===== src/rtl/sprite_pkg.sv =====
// Shared 1080p raster constants, coordinate type and direction encoding
// for the sprite motion block.
package sprite_pkg;

  localparam int CORDW      = 12;
  localparam int H_RES      = 1920;
  localparam int V_RES      = 1080;
  localparam int H_RES_FULL = 2200;
  localparam int V_RES_FULL = 1125;

  typedef logic [CORDW-1:0] coord_t;

  typedef enum logic {
    DIR_FWD = 1'b0,
    DIR_REV = 1'b1
  } dir_t;

endpackage


===== src/rtl/sprite_axis.sv =====
// One axis of sprite motion: position, direction and bounce flag, stepped
// once per update strobe and reflected off both screen edges.
module sprite_axis
  import sprite_pkg::*;
#(
  parameter int W      = 12,
  parameter int RES    = 1920,
  parameter int SPR_PX = 144,
  parameter int SPEED  = 12,
  parameter int INIT   = 888
) (
  input  logic         clk,
  input  logic         rst_n,
  input  logic         upd,
  output logic [W-1:0] pos,
  output dir_t         dir,
  output logic         bounce
);

  // Far-edge threshold: at or beyond it the next step must head back.
  localparam logic [W-1:0] HI   = W'(RES - SPR_PX - SPEED);
  localparam logic [W-1:0] STEP = W'(SPEED);

  generate
    if (RES <= SPR_PX + 2 * SPEED) begin : g_bad_bounds
      $error("sprite_axis: RES must exceed SPR_PX + 2*SPEED");
    end
  endgenerate

  always_ff @(posedge clk or negedge rst_n) begin
    if (!rst_n) begin
      pos    <= W'(INIT);
      dir    <= DIR_FWD;
      bounce <= 1'b0;
    end else begin
      bounce <= 1'b0;
      if (upd && (SPEED != 0)) begin
        if (pos >= HI) begin
          dir    <= DIR_REV;
          pos    <= pos - STEP;
          bounce <= 1'b1;
        end else if (pos < STEP) begin
          dir    <= DIR_FWD;
          pos    <= pos + STEP;
          bounce <= 1'b1;
        end else if (dir == DIR_REV) begin
          pos <= pos - STEP;
        end else begin
          pos <= pos + STEP;
        end
      end
    end
  end

endmodule


===== src/rtl/sprite_motion.sv =====
// Bouncing sprite position controller with line-start strobe for the renderer.
// Optional macro SPRITE_MOTION_FRAME_DIV_EN: update only every FRAME_DIV frames.
module sprite_motion #(
  parameter int CORDW      = sprite_pkg::CORDW,
  parameter int H_RES      = sprite_pkg::H_RES,
  parameter int V_RES      = sprite_pkg::V_RES,
  parameter int V_RES_FULL = sprite_pkg::V_RES_FULL,
  parameter int SPR_W_PX   = 144,
  parameter int SPR_H_PX   = 144,
  parameter int SPEED_X    = 12,
  parameter int SPEED_Y    = 4,
  parameter int INIT_X     = 888,
  parameter int INIT_Y     = 468
`ifdef SPRITE_MOTION_FRAME_DIV_EN
  , parameter int FRAME_DIV = 4
`endif
) (
  input  logic             clk,
  input  logic             rst_n,
  input  logic [CORDW-1:0] sx,
  input  logic [CORDW-1:0] sy,
  input  logic             en,
  output logic [CORDW-1:0] sprx,
  output logic [CORDW-1:0] spry,
  output logic             dx,
  output logic             dy,
  output logic             hit,
  output logic             spr_start
);

  import sprite_pkg::dir_t, sprite_pkg::DIR_REV;

  logic             tick;
  logic             upd;
  logic             bounce_x;
  logic             bounce_y;
  dir_t             dir_x;
  dir_t             dir_y;
  logic [CORDW-1:0] spry_cor;

  // First pixel of vertical blanking.
  assign tick = (sy == CORDW'(V_RES)) && (sx == '0);

`ifdef SPRITE_MOTION_FRAME_DIV_EN
  localparam int CNTW = $clog2(FRAME_DIV + 1);

  logic [CNTW-1:0] frame_cnt;
  logic            frame_last;

  generate
    if (FRAME_DIV < 1) begin : g_bad_div
      $error("sprite_motion: FRAME_DIV must be at least 1");
    end
  endgenerate

  assign frame_last = (frame_cnt == CNTW'(FRAME_DIV - 1));

  always_ff @(posedge clk or negedge rst_n) begin
    if (!rst_n) begin
      frame_cnt <= '0;
    end else if (tick && en) begin
      frame_cnt <= frame_last ? '0 : frame_cnt + 1'b1;
    end
  end

  assign upd = tick && en && frame_last;
`else
  assign upd = tick && en;
`endif

  sprite_axis #(
    .W(CORDW), .RES(H_RES), .SPR_PX(SPR_W_PX), .SPEED(SPEED_X), .INIT(INIT_X)
  ) u_axis_x (
    .clk(clk), .rst_n(rst_n), .upd(upd),
    .pos(sprx), .dir(dir_x), .bounce(bounce_x)
  );

  sprite_axis #(
    .W(CORDW), .RES(V_RES), .SPR_PX(SPR_H_PX), .SPEED(SPEED_Y), .INIT(INIT_Y)
  ) u_axis_y (
    .clk(clk), .rst_n(rst_n), .upd(upd),
    .pos(spry), .dir(dir_y), .bounce(bounce_y)
  );

  assign dx  = (dir_x == DIR_REV);
  assign dy  = (dir_y == DIR_REV);
  assign hit = bounce_x | bounce_y;

  // Line before the sprite's top row, wrapping to the last blanking line.
  assign spry_cor  = (spry == '0) ? CORDW'(V_RES_FULL - 1) : spry - CORDW'(1);
  assign spr_start = (sy == spry_cor) && (sx == CORDW'(H_RES));

endmodule


===== config.mk =====
export PLATFORM = sky130hd
export DESIGN_NAME = sprite_motion
export DESIGN_NICKNAME = d
export VERILOG_FILES = /design/src/rtl/sprite_pkg.sv /design/src/rtl/sprite_axis.sv /design/src/rtl/sprite_motion.sv
export SDC_FILE = /design/constraint.sdc
export NUM_CORES = 1
export LEC_CHECK = 0
export BUFFER_PORTS_ARGS = -buffer_cell sky130_fd_sc_hd__buf_2
export CORE_MARGIN = 10
export CORE_UTILIZATION = 55
export CTS_BUF_LIST = sky130_fd_sc_hd__clkbuf_4 sky130_fd_sc_hd__clkbuf_8 sky130_fd_sc_hd__clkbuf_16
export CTS_CLUSTER_SIZE = 20
export DETAILED_ROUTE_END_ITERATION = 7
export GPL_ROUTABILITY_DRIVEN = 0
export PLACE_DENSITY = 0.94
export SLEW_MARGIN = 10
export SYNTH_ARGS = -nofsm -noshare
export SYNTH_HDL_FRONTEND = slang
export SYNTH_SLANG_ARGS = --single-unit
export TNS_END_PERCENT = 10

===== constraint.sdc =====
create_clock -name clk -period 5.7 [get_ports clk]
set_input_delay 0.285 -clock clk [delete_from_list [all_inputs] [get_ports clk]]
set_output_delay 0.285 -clock clk [all_outputs]
set_load 0.005 [all_outputs]

== Word-level counts from Yosys, hierarchy flattened ==
Cells that the tools add are included.
Storage, ports and cells
  register bits after elaboration: 28
  bits of input ports: 27
  output and inout port bits: 28
  logic and storage cells: 45
Operators by class
  add/sub/neg operators: 5
  magnitude comparators: 4
  eq/ne operators: 3
  mux-type cells: 17
  bitwise gates (word level): 1
  reductions and logical operators: 9
Operator list (number)
  12-bit two-way mux: 7
  12-bit by 11-bit equality test with 1-bit output (second input constant): 2
  12-bit logical NOT: 2
  12-bit by 3-bit adder with 12-bit output (second input constant): 1
  12-bit by 4-bit adder with 12-bit output (second input constant): 1
  12-bit equality test: 1
  12-bit by 10-bit greater-or-equal comparator with 1-bit output (second input constant): 1
  12-bit by 11-bit greater-or-equal comparator with 1-bit output (second input constant): 1
  12-bit by 3-bit < comparator with 1-bit output (second input constant): 1
  12-bit by 4-bit < comparator with 1-bit output (second input constant): 1
  12-bit by 1-bit subtractor with 12-bit output (second input constant): 1
  12-bit by 3-bit subtractor with 12-bit output (second input constant): 1
  12-bit by 4-bit subtractor with 12-bit output (second input constant): 1
  1-bit two-way mux: 10
  2-bit AND reduction: 2
  2-bit nonzero test: 2
  1-bit logical AND: 3
  1-bit bitwise OR: 1

== Logic depth before layout (Yosys ltp) ==
Gate-level depths: netlist (run 1).
  depth after elaboration: 4
  depth in mapped cells: 9
  mapped depth without buffers: 7

== Cells and area by module ==
Synthesis (run 1) repeated with hierarchy kept, for this count alone.
Second synthesis, totals
  cells, all modules: 237
  area total of the unflattened synthesis: 2179.6 um2
By module, submodules not included
  sprite_axis (u_axis_x): times used 1, cells each 81, area each 788.3 um2, sequential area each 307.8 um2
  sprite_axis (u_axis_y): times used 1, cells each 73, area each 785.8 um2, sequential area each 306.5 um2
  sprite_motion: times used 1, cells each 83, area each 605.6 um2, sequential area each 0.0 um2

== Least setup slack after synthesis (run 1) ==
OpenSTA, ideal clock, no wires.
  kind: reg-to-output
  start point: register u_axis_y.pos[2]
  end point: output port spr_start
  arrival: 2.185 ns
  data required time: 5.415 ns
  path slack: 3.230 ns
  cell stages (with the launch flop): 9
  buffers on the path: 1
  cells stage by stage: dfstp_2 -> inv_1 -> ha_1 -> nand2b_1 -> buf_2 -> nor3_1 -> or4b_1 -> a2111oi_0 -> and4_1
Between the ends
  word-level cells in the longest chain between the ends: 4
  elaborated cells between the ends (all ways): 5
  those cells by class: add/sub: 1; eq/ne: 1; mux: 1; reduce/logical: 2
RTL lines
  from (decl): RTL line sprite_axis.sv:15  | output logic [W-1:0] pos,
  from (signal assigned): RTL line sprite_axis.sv:32  | pos <= W'(INIT);
  from (signal assigned): RTL line sprite_axis.sv:40  | pos <= pos - STEP;
  from (signal assigned): RTL line sprite_axis.sv:44  | pos <= pos + STEP;
  12-bit by 1-bit subtractor with 12-bit output or 12-bit logical NOT (tied branches): RTL line sprite_motion.sv:90  | assign spry_cor = (spry == '0) ? CORDW'(V_RES_FULL - 1) : spry - CORDW'(1);
  12-bit two-way mux *: RTL line sprite_motion.sv:90
  12-bit equality test *: RTL line sprite_motion.sv:91  | assign spr_start = (sy == spry_cor) && (sx == CORDW'(H_RES));
  1-bit logical AND *: RTL line sprite_motion.sv:91
  to (decl): RTL line sprite_motion.sv:28  | output logic spr_start
Mark *: on every way between the ends. The rest lies on a longest branch, timed or not.

== Worst setup path after layout (run 1) ==
Ends and elaborated chain as after synthesis.

==> impl_metrics.toml, run 1 <==
[final_layout]
nets = 336
drive_gt1_frac = 0.245
n_antenna_cell = 0
final_area_um2 = 2490
synthToLayoutAreaGrowth_pct = 13.6
nFillCells = 308

[critical_path]
cp_top_family = "simple AND/OR/NAND/NOR gates"
cp.arrival_ns = 3.03
worst_path_max_delay_cell = "dfstp_2"
required_ns = 5.41
crit_buf_inv = 2
reg2regPathDepth = 7
worst-path-stages = 8
path_class = "reg -> out"
path_cells = "inv_1 > ha_1 > nand2b_1 > nor3_1 > or4b_1 > a2111oi_0 > and4_1 > buf_2"
cp-start-kind = "flop"
slowest_delay_ns = 0.63
crit_fanout = 9
worstSetupEndpointType = "primary output"

[drt]
wl_per_cell_um = 17.4
first_pass_iters = 5
via_count = 2220
via_per_inst = 6.34
drtAntennaViolNets = 0
wl_um = 6090
drc = 0
drtIter0Drc = 376

[synthesis]
synth_simple_gate_area_share = 0.340
synthAdderAreaFrac = 0.0343
synth.area.mux_share = 0.0548
avgSynthCellArea_um2 = 8.27
synth-xor-area-share = 0.0840
yosysWarnings = 0
async_reset_ff_frac = 1.00
yosys_most_used_dff = "dfrtp_1"
ys_seq_area_frac = 0.280
ys_seq_elements = 24
synth_top_area_cell = "dfrtp_1"
synth_top_area_share = 0.148
synth_compound_area_frac = 0.144
synth_edf_count = 0
syn_inst = 265
syn_area_um2 = 2190
ys_types = 55
synth_top_family_by_area = "simple AND/OR/NAND/NOR gates"
synthTopCellsByArea = "dfrtp_1 (15%), dfstp_2 (13%), xnor2_1 (6.0%), mux2i_1 (5.5%), nor4_1 (5.4%)"

[global_route]
antenna_found_initial = 0
grt_start_max_net_pins = 25
grt_pass1_wl_um = 10400
grt_pass1_vias = 2175
grt_overflow_total = 0
grt.total_usage = 0.171

[timing]
finClkSkew_ns = 0.00859
finalMaxSlewViolations = 0
final.period_utilization = 0.581
worst_pin_slew_ns = 0.904
finalSetupViolations = 0
fin_tns_setup_ns = 0
hold_viol_final = 0
max_freq_mhz = 302
timing.slew.headroom = 0.395
period_needed_ns = 3.31
rsz0062_at_grt = "no"

[floorplan]
core_area_um2 = 3740
start_util = 0.585
die_x_um = 83.1
io_pins = 55
row_count = 22
dieArea_um2 = 6910
die_y_um = 83.1

[clocking]
cts_max_level = 1
clock_latency_ns = 0.28
cts_resized = 0
cts_buffers = 3
tritoncts = "built"
ctsLongestPathBuffers = 2
clockRootBuffer = "clkbuf_8"
clk_pin_slew_ns = 0.09
cts_sinks = 24

[flow_run]
max_cap_viol_count = 0

[pwr]
power.density_nw_per_um2 = 140
ir_worst_vdd_mv = 0.176
power.internal_uw = 277
p_sw_uw = 71.1
combPwrFrac = 0.077
p_leak_uw = 0.00104
power.share.clock = 0.433
swShare = 0.204
seqPwrFrac = 0.490

[placed_design]
hpwl_um = 4510
postPlaceCellArea_um2 = 2410
port_buffers = 50

[status]
status = "finished clean"

[min_path]
hold_class = "in -> async"
## cells by family after synthesis
kind of cell               after synthesis
AOI/OAI and AO/OA                       46
xor gates and xnor gates                21
adders and majority gates                6
buffers and inverters                   29
DFF                                     24
muxes                                   12
other                                    1
and+or+nand+nor                        126
## placed cells by master, fill, tap and decap left out, types with 6 or more instances in the layout
cell      synthesis  routed
xor2_1            6       6
ha_1              6       6
nor2_1           13      13
nor2b_1           6       6
a21oi_1           7       7
nand2_1          17      17
dfrtp_1          13      13
nor3_1           16      16
xnor2_1          15      15
mux2i_1          12      12
inv_1             8       8
nor4_1           19      19
buf_2             2      50
nand3_1           7       7
nand2b_1          8       8
dfstp_2          11      11
o21ai_0          15      15
## worst register-to-register path: cells and delay by family, from the launching register on
kind / cells / cell delay, ns
buffers and inverters: 1 / 0.12
AND/OR/NAND/NOR: 2 / 1.05
AO/OA/AOI/OAI: 3 / 0.67
adder cells (fa/ha/maj): 1 / 0.29
flip-flops: 1 / 0.49
## cell usage after synthesis (all sizes together), types with 2 or more instances
master,instances
nand4,5
clkbuf,14
or3b,2
nor2b,6
o2111ai,4
nand2,17
a2111oi,2
nor4b,4
nor2,13
nand2b,8
or4,6
nor3b,3
xnor2,15
buf,7
mux2i,12
inv,8
dfstp,11
xor2,6
or2,3
o21ai,15
a21oi,7
a22o,2
nor3,16
nor4,20
and2,4
dfrtp,13
and3,2
nand3,7
ha,6
o31ai,2
or3,6
## path summary, 6_finish.rpt
path | from | end | slack [ns]
worst min-delay path | rst_n | u_axis_x.pos[10] | 0.51
min in group clk | u_axis_x.pos[6] | u_axis_x.pos[6] | 0.53
worst max-delay path | u_axis_y.pos[2] | spr_start | 2.39
max in group asynchronous | rst_n | u_axis_x.pos[5] | 4.81
worst max register to register | u_axis_y.pos[3] | u_axis_y.pos[8] | 2.99
worst min register to register | u_axis_x.pos[6] | u_axis_x.pos[6] | 0.53
## registers in the layout, summed over array words and instances, names as in the netlist
| register | count |
|---|---|
| u_axis_x.pos | 10 |
| u_axis_x.bounce | 1 |
| u_axis_y.pos | 10 |
| u_axis_y.dir | 1 |
| u_axis_y.bounce | 1 |
| u_axis_x.dir | 1 |
## power by group through the flow
stage | clock network (uW) | logic, uW | registers, uW
floorplan | 0 | 11.0 | 174
global placement | 0 | 24.9 | 174
detailed placement | 0 | 25.9 | 174
CTS | 154 | 26.5 | 171
global route | 161 | 30.3 | 171
finish | 151 | 26.7 | 171
## layer usage
layer	GRT usage	routed length, um	vias up
met5	0	0	-
met4	0.0446	78	0
met3	0.0449	481	10
met2	0.285	3040	102
met1	0.212	2490	1050
li1	-	-	1058
## per-stage QoR
step | utilization | instances | setup slack (ns) | power [uW] | hold slack, ns
finish | 0.665 | 350 | 2.39 | 348 | 0.508
global route | 0.665 | 350 | 2.06 | 362 | 0.535
CTS | 0.665 | 350 | 2.42 | 351 | 0.516
detailed placement | 0.643 | 345 | 2.73 | 199 | 0.287
global placement | 0.643 | 345 | 2.81 | 199 | 0.285
floorplan | - | 268 | 3.23 | 185 | -0.0106
## final cells by class
type	count	area [um2]	area share
clock inverter	1	30.0	0.0121
sequential	24	614	0.247
clock buffer	3	41.3	0.0166
timing repair buffer	51	260	0.105
tap	48	60.1	0.0241
multi-input combinational	215	1450	0.584
inverter	8	30.0	0.0121
## repair_timing
action / CTS / global route
endpoints found under the hold margin: 13 / 0
setup buffers: 0 / 0
hold buffers: 1 / 0
Power figures use the tool's default switching activity.
==> inputs of run 2 (changes only) <==
- ABC_AREA: default -> 1
- PLACE_DENSITY: 0.94 -> 0.93
- clock period: 5.7 -> 3.3 ns (I/O delays scaled with it)
==> impl_metrics.toml, run 2 <==
[floorplan]
io_pins = 55
die_x_um = 87.3
core_area_um2 = 4350
die_y_um = 87.3
row_count = 24
start_util = 0.571
dieArea_um2 = 7610

[synthesis]
async_reset_ff_frac = 1.00
synthTopCellsByArea = "nand2_1 (20%), dfrtp_1 (13%), dfstp_2 (12%), nand3_1 (9.1%), xor2_1 (7.4%)"
synth_top_area_cell = "nand2_1"
avgSynthCellArea_um2 = 6.35
syn_area_um2 = 2490
yosysWarnings = 0
ys_seq_elements = 24
synthTopCellsByCount = "nand2_1 (131), inv_1 (48), nand3_1 (45)"
syn_inst = 392
post-synth-top-count-cell = "nand2_1"
ys_types = 36
yosys_most_used_dff = "dfrtp_1"
synth_edf_count = 0
synth_top_area_share = 0.198
ys_seq_area_frac = 0.247

[timing]
finClkSkew_ns = 0.00358
timing.slew.headroom = 0.635
hold_viol_final = 0
final.period_utilization = 0.734
layout_setup_ws_ns = 0.877
worst_pin_slew_ns = 0.548
finalSetupViolations = 0
max_freq_mhz = 413
rsz0062_at_grt = "no"
period_needed_ns = 2.42
finalMaxSlewViolations = 0
fin_tns_setup_ns = 0

[final_layout]
reg_top3 = "u_axis_x.pos: 10 flops, u_axis_y.pos: 10 flops"
nFillCells = 372
ff_latch_area_um2 = 614
multi_input_area_um2 = 1590
nets = 469
drive_gt1_frac = 0.193
final_common_cell = "nand2_1"
n_antenna_cell = 0
synthToLayoutAreaGrowth_pct = 11.2
final_cell_mix = "nand2_1 (131), buf_2 (50), inv_1 (48)"

[critical_path]
path_class = "reg -> out"
crit_top_cell = "nand2_1"
worstSetupEndpointType = "primary output"
slowest_delay_ns = 0.63
cp_top_family = "simple AND/OR/NAND/NOR gates"
cp.arrival_ns = 2.26
crit_buf_inv = 3
cp-start-kind = "flop"
required_ns = 3.13
worst_path_max_delay_cell = "dfstp_2"
crit_fanout = 18
path_cells = "inv_1 > ha_1 > nand2_4 > nor2_8 > nand2_4 > nand2_1 > nand2_1 > nand2_1 > inv_1 > nand2_1 > nor2_1 > nand2_1 > nor2_1 > buf_2"

[drt]
wl_um = 6580
drtIter0Drc = 321
drc = 0
via_per_inst = 5.41
drtAntennaViolNets = 0
via_count = 2635
first_pass_iters = 5
wl_per_cell_um = 13.5

[clocking]
clk_pin_slew_ns = 0.09
clockRootBuffer = "clkbuf_8"
cts_buffers = 3
cts_max_level = 1
cts_sinks = 24
clock_latency_ns = 0.27
cts_resized = 0
cts_hold_buf = 1
tritoncts = "built"
ctsLongestPathBuffers = 2
postCtsSetupRepairBufs = 0

[pwr]
ir_worst_vdd_mv = 0.116
p_leak_uw = 0.00162
power.density_nw_per_um2 = 194

[placed_design]
dp_slack_ns = 1.18
hpwl_um = 5110
port_buffers = 50

[global_route]
grt.total_usage = 0.175
grt_overflow_total = 0
grt_start_max_net_pins = 25
antenna_found_initial = 0
grt_pass1_wl_um = 11100
grt_pass1_vias = 2526

[min_path]
hold_class = "in -> reg"

[flow_run]
max_cap_viol_count = 0

[status]
status = "finished clean"
-- run 2: changes by cell type after synthesis, moves of 15 or more --
cell     before  now
inv_1         8   48
nor4_1       19    0
nor2_1       13   37
nand3_1       7   45
nand2_1      17  131
xor2_1        6   21
-- run 2: layer usage --
layer / share of wire / track usage
met1: 0.43 / 0.213
met2: 0.48 / 0.294
met3: 0.074 / 0.0309
met4: 0.024 / 0.0696
met5: 0 / 0
-- run 2: logic make-up after synthesis --
kind of cell / Yosys count / synth area share
buffers and inverters: 66 / 0.120
xor gates and xnor gates: 25 / 0.0936
other: 1 / 0.00151
adders and majority gates: 6 / 0.0302
and+or+nand+nor: 254 / 0.472
DFF: 24 / 0.247
AOI/OAI and AO/OA: 16 / 0.0357
-- run 2: worst reg2reg max path, delay by kind of cell, from the launching register on --
kind                       cells  cell delay [ns]
buffers and inverters          1             0.11
AOI/OAI and AO/OA              1             0.09
adders and majority gates      1             0.30
DFF                            1             0.63
and+or+nand+nor                7             0.87
-- run 2: path summary, 6_finish.rpt --
| kind | from | end | slack, ns | cells past startpoint |
|---|---|---|---|---|
| max | u_axis_y.pos[2] | spr_start | 0.88 | 14 |
| min | en | u_axis_x.pos[4] | 0.27 | 5 |
| max reg2reg | u_axis_y.pos[2] | u_axis_y.pos[5] | 1.18 | 10 |
| min reg2reg | u_axis_x.pos[11] | u_axis_x.pos[11] | 0.52 | 2 |
| max in group asynchronous | rst_n | u_axis_x.pos[3] | 2.50 | 2 |
| min in group asynchronous | rst_n | u_axis_y.pos[9] | 0.43 | 2 |
-- run 2: final cells by class --
type / instances / area share
Tap cell: 52 / 0.0235
Timing Repair Buffer: 51 / 0.0941
Inverter: 51 / 0.0692
Clock buffer: 4 / 0.0176
Multi-Input combinational cell: 305 / 0.573
Sequential cell: 24 / 0.222
-- run 2: report_power, final --
part	switching [uW]	internal (uW)
combinational	29.6	21.0
clock	96.1	94.6
sequential	0.00152	295
total	126	410
-- run 2: through the flow --
stage | cells | total power (uW) | utilization | area, um2 | hold WS (ns)
after floorplan | 395 | 324 | - | 2500 | -0.131
after global placement | 482 | 348 | 0.622 | 2710 | 0.180
after detailed placement | 482 | 349 | 0.622 | 2710 | 0.188
after CTS | 487 | 539 | 0.635 | 2770 | 0.252
after global routing | 487 | 559 | 0.635 | 2770 | 0.288
final | 487 | 536 | 0.635 | 2770 | 0.272
==> inputs of run 3 (changes only) <==
- ABC_AREA: 1 -> 0
- CORE_UTILIZATION: 55 -> 49
- PLACE_DENSITY: 0.93 -> 0.89
- clock period: 3.3 -> 2.2 ns (I/O delays scaled with it)
==> impl_metrics.toml, run 3 (synthesis results as in run 1) <==
[critical_path]
path_class = "reg -> out"
timing.rr.start = "u_axis_x.pos[4]"
worstSetupEndpointType = "primary output"
reg2regPathDepth = 5
cp-startpoint = "u_axis_y.pos[10]"
cp-start-kind = "flop"
cp_top_family = "simple AND/OR/NAND/NOR gates"
worst_path_max_delay_cell = "or4_4"
slowest_delay_ns = 0.60
worst-path-stages = 7
path_cells = "or4_4 > nor4_4 > a2111oi_2 > buf_4 > nor3_2 > and4_1 > buf_2"
required_ns = 2.09
crit_fanout = 4
crit_buf_inv = 2
endpoint = "spr_start"
rrSetupSlack_ns = -0.08
reg2reg_to = "u_axis_x.pos[11]"
cp.arrival_ns = 2.32

[final_layout]
multi_input_area_um2 = 1640
n_antenna_cell = 0
nFillCells = 301
final_common_cell = "buf_2"
ff_latch_area_um2 = 616
instances_no_fill = 401
final_area_um2 = 3040
final_cell_mix = "buf_2 (50), buf_4 (46), nand2_1 (17)"
drive_gt1_frac = 0.421
reg_top3 = "u_axis_x.pos: 10 flops, u_axis_y.pos: 10 flops"
nets = 383
synthToLayoutAreaGrowth_pct = 38.8

[global_route]
grt_start_max_net_pins = 25
grt.total_usage = 0.179
antenna_found_initial = 0
grt_pass1_vias = 2407
grt_pass1_wl_um = 11300
grt_overflow_total = 0

[pwr]
ir_worst_vdd_mv = 0.240
p_leak_uw = 0.00131
power.density_nw_per_um2 = 306
post-layout-total-power_uw = 929

[timing]
final.period_utilization = 1.10
worst_pin_slew_ns = 0.569
period_needed_ns = 2.43
hold_viol_final = 0
finalSetupViolations = 5
hold_ws_ns = 0.349
finClkSkew_ns = 0.00553
max_freq_mhz = 412
rsz0062_at_grt = "yes"
timing.slew.headroom = 0.620
finalMaxSlewViolations = 0
layout_setup_ws_ns = -0.229

[drt]
via_count = 2724
first_pass_iters = 5
met1_length_um = 3160
drtAntennaViolNets = 0
route.top_layer_used = "met4"
via_per_inst = 6.79
drtIter0Drc = 582
wl_um = 8760
met2_length_um = 4120
drc = 0
wl_per_cell_um = 21.8
met3WireLength_um = 1000

[floorplan]
die_x_um = 86.9
start_util = 0.503
core_area_um2 = 4350
dieArea_um2 = 7550
die_y_um = 86.9
row_count = 24
io_pins = 55

[placed_design]
port_buffers = 50
hpwl_um = 5160
dp_cells = 382
postPlaceCellArea_um2 = 2660
dp_slack_ns = -0.0835

[status]
status = "finished, violations left"
violations = "setup timing"

[clocking]
cts_buffers = 3
tritoncts = "built"
clockRootBuffer = "clkbuf_8"
clock_latency_ns = 0.28
cts_max_level = 1
cts_sinks = 24
clk_pin_slew_ns = 0.10
ctsLongestPathBuffers = 2

[flow_run]
max_cap_viol_count = 0

[min_path]
hold_class = "in -> async"
run 3: changes by cell type in the layout (fill, tap and decap cells not counted), moves of 8 or more:
cell | before | now
buf_4 | 0 | 46
inv_1 | 48 | 6
mux2i_1 | 0 | 11
nand2_1 | 131 | 17
nand3_1 | 45 | 7
nand4_1 | 14 | 5
nor2_1 | 37 | 13
nor4_1 | 0 | 16
o21ai_0 | 7 | 15
xnor2_1 | 3 | 14
xor2_1 | 21 | 6
run 3: worst min-delay path by stage:
stage / endpoint / slack [ns] / depth (start not counted)
after detailed placement: u_axis_x.dir / 0.13 / 1
after CTS: u_axis_x.pos[7] / 0.37 / 2
final: u_axis_x.pos[10] / 0.35 / 2
after global routing: u_axis_x.pos[7] / 0.40 / 2
after floorplan: u_axis_x.bounce / -0.19 / 0
after global placement: u_axis_x.dir / 0.12 / 1
run 3: repair_timing:
| action | in CTS | in global routing |
|---|---|---|
| setup buffers | 2 | 12 |
| setup endpoints to repair | 13 | 17 |
| hold buffers | 1 | 0 |
| endpoints found under the hold margin | 13 | 0 |
| pin swaps | 5 | 13 |
| gates resized for setup | 9 | 30 |
run 3: worst register-to-register path, delay by kind of cell (launching register included):
family,cells,cell delay (ns)
compound gates,2,0.64
buf+inv,1,0.17
flops,1,0.42
simple gates,2,0.91
run 3: cell type report:
cell class / count / share of cell area
well taps: 52 / 0.0214
flip-flops and latches: 24 / 0.202
clock inverters: 1 / 0.00988
repair buffers: 98 / 0.203
multi-input cells: 215 / 0.540
inverters: 8 / 0.00988
clock buffers: 3 / 0.0136
run 3: where the power goes:
part	internal (uW)	leakage, uW	switching, uW	total (uW)
clock network	244	0.0000357	159	402
logic	35.5	0.000998	49.2	84.8
registers	442	0.000280	0.000477	442
run 3: routing by layer:
| metal | up-vias | global-route usage |
|---|---|---|
| li1 | 1145 | - |
| met1 | 1251 | 0.216 |
| met2 | 265 | 0.306 |
| met3 | 63 | 0.0318 |
| met4 | 0 | 0.0663 |
| met5 | - | 0 |
run 3: metrics by stage:
stage	utilization	TNS, ns
3_5_place_dp	0.612	-0.462
3_3_place_gp	0.612	-0.00999
6_report	0.698	-0.452
5_1_grt	0.698	-0.754
4_1_cts	0.643	-0.690
2_1_floorplan	-	0
